<file path="config.mk">
export PLATFORM = sky130hd
export DESIGN_NAME = trng_byte_feeder
export DESIGN_NICKNAME = d
export VERILOG_FILES = /design/src/rtl/trng_byte_feeder.sv
export SDC_FILE = /design/constraint.sdc
export NUM_CORES = 1
export LEC_CHECK = 0
export CORE_ASPECT_RATIO = 0.7
export CORE_MARGIN = 8
export CORE_UTILIZATION = 60
export CTS_CLUSTER_DIAMETER = 150
export CTS_CLUSTER_SIZE = 30
export DETAILED_ROUTE_END_ITERATION = 10
export PLACE_DENSITY_LB_ADDON = 0.12
export SYNTH_ARGS = -nofsm -noshare
export SYNTH_HDL_FRONTEND = slang
export SYNTH_SLANG_ARGS = --single-unit
</file>
<file path="constraint.sdc">
create_clock -name clk -period 7.2 [get_ports clk]
set_input_delay 1.08 -clock clk [delete_from_list [all_inputs] [get_ports clk]]
set_output_delay 1.08 -clock clk [all_outputs]
set_load 0.01 [all_outputs]
</file>
<file path="src/rtl/trng_byte_feeder.sv">
// trng_byte_feeder: packs entropy bits MSB-first into bytes, queues them
// in a small FIFO and hands them one per frame to the UART transmitter.
module trng_byte_feeder #(
    parameter int DEPTH_LOG2  = 4,
    parameter int ACK_TIMEOUT = 64
) (
    input  logic                  clk,
    input  logic                  rst_n,
    input  logic                  enable,
    input  logic                  bit_in,
    input  logic                  bit_valid,
    input  logic                  tx_busy,
    output logic                  tx_send,
    output logic [7:0]            tx_data,
    output logic [DEPTH_LOG2:0]   fifo_count,
    output logic                  overflow,
    output logic                  timeout_err
);

    localparam int DEPTH = 2 ** DEPTH_LOG2;
    localparam int TW    = $clog2(ACK_TIMEOUT) + 1;
    localparam logic [DEPTH_LOG2:0] FULL_LVL = DEPTH[DEPTH_LOG2:0];
    localparam logic [TW-1:0]       T_LAST   = TW'(ACK_TIMEOUT - 1);

    typedef enum logic [1:0] {IDLE, ACK, DONE} state_t;

    state_t                state_q, state_d;
    logic [TW-1:0]         timer_q, timer_d;
    logic                  send_d;
    logic [7:0]            data_d;
    logic                  terr_d;

    logic [2:0]            bit_cnt;
    logic [6:0]            shift;
    logic [7:0]            new_byte;
    logic [7:0]            mem [DEPTH];
    logic [DEPTH_LOG2:0]   wptr, rptr;
    logic [7:0]            head;
    logic                  accept, push, pop, full, empty, wr_en;

    assign accept   = enable & bit_valid;
    assign new_byte = {shift, bit_in};
    assign push     = accept & (bit_cnt == 3'd7);
    assign full     = (fifo_count == FULL_LVL);
    assign empty    = (fifo_count == '0);
    // A pop in the same cycle frees the slot the push lands in.
    assign wr_en    = push & (~full | pop);
    assign head     = mem[rptr[DEPTH_LOG2-1:0]];

    // Bit packer: shift in accepted bits, wrap after the eighth.
    always_ff @(posedge clk or negedge rst_n) begin
        if (!rst_n) begin
            bit_cnt <= '0;
            shift   <= '0;
        end else if (accept) begin
            bit_cnt <= bit_cnt + 3'd1;
            shift   <= new_byte[6:0];
        end
    end

    // FIFO storage; contents are invalidated by the pointer reset.
    always_ff @(posedge clk) begin
        if (wr_en) mem[wptr[DEPTH_LOG2-1:0]] <= new_byte;
    end

    // FIFO pointers, fill level and sticky overflow.
    always_ff @(posedge clk or negedge rst_n) begin
        if (!rst_n) begin
            wptr       <= '0;
            rptr       <= '0;
            fifo_count <= '0;
            overflow   <= 1'b0;
        end else begin
            if (wr_en) wptr <= wptr + 1'b1;
            if (pop)   rptr <= rptr + 1'b1;
            if (wr_en & ~pop)      fifo_count <= fifo_count + 1'b1;
            else if (~wr_en & pop) fifo_count <= fifo_count - 1'b1;
            if (push & ~wr_en) overflow <= 1'b1;
        end
    end

    // Send FSM state and registered handshake outputs.
    always_ff @(posedge clk or negedge rst_n) begin
        if (!rst_n) begin
            state_q     <= IDLE;
            timer_q     <= '0;
            tx_send     <= 1'b0;
            tx_data     <= 8'h00;
            timeout_err <= 1'b0;
        end else begin
            state_q     <= state_d;
            timer_q     <= timer_d;
            tx_send     <= send_d;
            tx_data     <= data_d;
            timeout_err <= terr_d;
        end
    end

    // Send FSM next-state: pop and request, await busy, await idle.
    always_comb begin
        state_d = state_q;
        timer_d = timer_q;
        send_d  = 1'b0;
        data_d  = tx_data;
        terr_d  = timeout_err;
        pop     = 1'b0;
        unique case (state_q)
            IDLE: begin
                if (!empty && !tx_busy) begin
                    pop     = 1'b1;
                    data_d  = head;
                    send_d  = 1'b1;
                    timer_d = '0;
                    state_d = ACK;
                end
            end
            ACK: begin
                if (tx_busy) begin
                    state_d = DONE;
                end else if (timer_q == T_LAST) begin
                    terr_d  = 1'b1;
                    state_d = IDLE;
                end else begin
                    timer_d = timer_q + 1'b1;
                end
            end
            DONE: begin
                if (!tx_busy) state_d = IDLE;
            end
            default: state_d = IDLE;
        endcase
    end

endmodule

</file>
==> impl_metrics.tcl <==
set metrics [dict create \
    outcome "finished clean" \
    r2r_slack_ps 4390 \
    syn_nets 397 \
    clock_sinks 171 \
    post-route-min-period_ps 3500 \
    routed_via_density 6.06 \
    crit_type "in2reg" \
    holdWs_ps 468 \
    drive_above_1_share 0.227 \
    antenna_found_initial 0 \
    path_clk_slew_ps 60 \
    vdd_drop_max_v 0.000292 \
    maxSlewViolCount 0 \
    powerDensity_mw_per_mm2 399 \
    dp_cells 536 \
    startpoint "tx_busy" \
    tightest_slew_ps 1200 \
    grt_usage 0.190 \
    whs_path_depth 1 \
    setup_viol 0 \
    synthAdderAreaFrac 0.0247 \
    finalCritPeriodShare 0.487 \
    cts_tree "done" \
    area_delta_synth_final_pct 13.3 \
    required_ps 7530 \
    worstSetupStartpointType "primary input" \
    ctsLongestPathBuffers 2 \
    seqPwrFrac 0.457 \
    drc 0 \
    fin_util 0.704 \
    wl_mm 13.2 \
    pre_cts_ws_ps 3280 \
    antenna_cells 0 \
    synth_mux_area_frac 0.138 \
    hp-class "reg2reg" \
    synth_top_area_frac 0.558 \
    hold_viol 0 \
    wire_per_inst_um 23.2 \
    r2r_start "fifo_count[0]" \
    initial_utilization 0.621 \
    grt_pass1_wl_mm 20.7 \
    io_buffers 21 \
    gp_congestion 0.782 \
    rr_endpoint "fifo_count[4]" \
    die_y_um 106 \
    io-pin-count 22 \
    num_vias 3440 \
    synth.largest_area_cell "edfxtp_1" \
    die_width_um 144 \
    syn_area_mm2 0.00689 \
    num_rows 32 \
    die-area_mm2 0.0152 \
    synthSimpleGateAreaFrac 0.0378 \
    syn_inst 378 \
    synth_area_leaders "edfxtp_1 (56%), dfrtp_1 (16%), mux4_2 (10%)" \
    p_switching_w 0.000922 \
    drt_iter0_markers 336 \
    cp_max_fo 9 \
    clock_skew_ps 6.69 \
    synth_compound_area_frac 0.0520 \
    instances_no_fill 568 \
    avgSynthCellArea_um2 18.2 \
    worst_slack_ps 3700 \
    first_global_vias 3472 \
    worstPathArrival_ps 3840 \
    async_flop_share 0.251 \
    ys_types 47 \
    p_sw_frac 0.296 \
    tns_ps 0 \
    coreArea_mm2 0.0111 \
    p_clk_frac 0.296 \
    end_kind "flip-flop" \
    maxCapViolations 0 \
    firstDrtPassIters 5 \
    relSlewSlack 0.194 \
    nNetsFinal 421 \
    synth_seq_cells 171 \
    dp_hpwl_mm 8.29 \
    grt_max_degree 44 \
    cts_buffers 17 \
    hold_start "timeout_err" \
    synth_top_family_by_area "multiplexers" \
    grt.overflow.total 0 \
    ys.flop_type "edfxtp_1" \
    synth_xor_area_frac 0.0153 \
    reg2reg_depth 9 \
    p_comb_frac 0.248 \
    ant_nets 0 \
    hold_end "timeout_err" \
    synth_seq_area_share 0.714 \
    clk-insertion-delay-late_ps 410 \
    leakagePower_nw 2.67 \
    post_cts_resized 0 \
    htree_levels 4 \
    internal_power_w 0.00219 \
    max_freq_mhz 285 \
    cts_root_buffer "clkbuf_16" \
    rsz0062_at_grt "false" \
    synth-edff-count 128 \
    cts_setup_buffers 0 \
    yosys_warnings 0 \
    postCtsHoldBufs 0 \
]
## logic make-up after synthesis
group                    after synthesis
AO/OA/AOI/OAI                         51
XOR/XNOR                              12
adder cells (fa/ha/maj)               13
buffers and inverters                 25
flip-flops                           171
multiplexers                          52
AND/OR/NAND/NOR                       54
## cell usage after synthesis, types with 2 or more instances
| cell type | instances |
|---|---|
| edfxtp_1 | 128 |
| dfrtp_1 | 43 |
| mux4_2 | 32 |
| mux2_2 | 18 |
| nor2_1 | 16 |
| o22ai_1 | 16 |
| nand2_1 | 14 |
| a21oi_1 | 13 |
| ha_1 | 12 |
| xnor2_1 | 11 |
| clkbuf_1 | 7 |
| inv_1 | 6 |
| nor3_1 | 6 |
| nand2b_1 | 5 |
| o21ai_0 | 5 |
| a41oi_1 | 4 |
| buf_2 | 4 |
| buf_6 | 3 |
| nand3_1 | 3 |
| a21o_1 | 2 |
| buf_1 | 2 |
| nand4_1 | 2 |
| nor2b_1 | 2 |
## sequential cells by signal, indices dropped and copies added (netlist names)
signal and flops:
wptr 4, mem 128, fifo_count 5, bit_cnt 3
tx_data 8, timeout_err 1, overflow 1, shift 7
tx_send 1, rptr 4, timer_q 7, state_q 2
## worst max-delay path by stage
| stage | to |
|---|---|
| global route | fifo_count[4] |
| global placement | fifo_count[4] |
| detailed placement | fifo_count[4] |
| floorplan | fifo_count[4] |
| finish | fifo_count[4] |
| CTS | fifo_count[4] |
## layout by cell type, fill, tap and decap left out, types with 3 or more instances in the layout
master / n
edfxtp_1: 128
dfrtp_1: 42
mux4_2: 32
clkdlybuf4s50_1: 20
clkbuf_16: 19
mux2_2: 18
nor2_1: 16
o22ai_1: 16
nand2_1: 14
a21oi_1: 13
ha_1: 12
xnor2_1: 11
inv_1: 6
nor3_1: 6
clkinv_2: 6
nand2b_1: 5
o21ai_0: 5
a41oi_1: 4
nand3_1: 3
## routing by layer
layer	global-route usage	up-vias	share of wire
li1	-	1548	-
met4	0.0531	0	0.0096
met1	0.280	1781	0.48
met5	0	-	0
met2	0.265	95	0.45
met3	0.0608	16	0.060
## cell type report
cell class	count	area [um2]
fillers	702	3280
inverters	7	26.3
clock inverters	11	113
well taps	153	191
flip-flops and latches	171	4920
multi-input cells	182	1840
repair buffers	23	220
clock buffers	21	493
## worst max-delay path: stages
cell and delay [ps]:
clkdlybuf4s50_1 480, or3_1 450, a31oi_4 330, ha_1 230
inv_1 110, fa_1 420, a21o_1 190, a21oi_1 170
mux2i_1 230, xnor2_1 140
## power groups by stage
stage               logic (W)  clock network [W]  registers [W]
global placement     0.000762                  0        0.00143
global route         0.000846           0.000975        0.00144
detailed placement   0.000777                  0        0.00144
finish               0.000771           0.000920        0.00142
CTS                  0.000784           0.000934        0.00142
floorplan            0.000583                  0        0.00136
## stage by stage
stage                     area [um2]  power, W
after CTS                       7810   0.00314
after global routing            7810   0.00327
after floorplan                 6890   0.00194
final                           7810   0.00311
after global placement          7200   0.00219
after detailed placement        7200   0.00222
(Power assumes the default switching activity.)
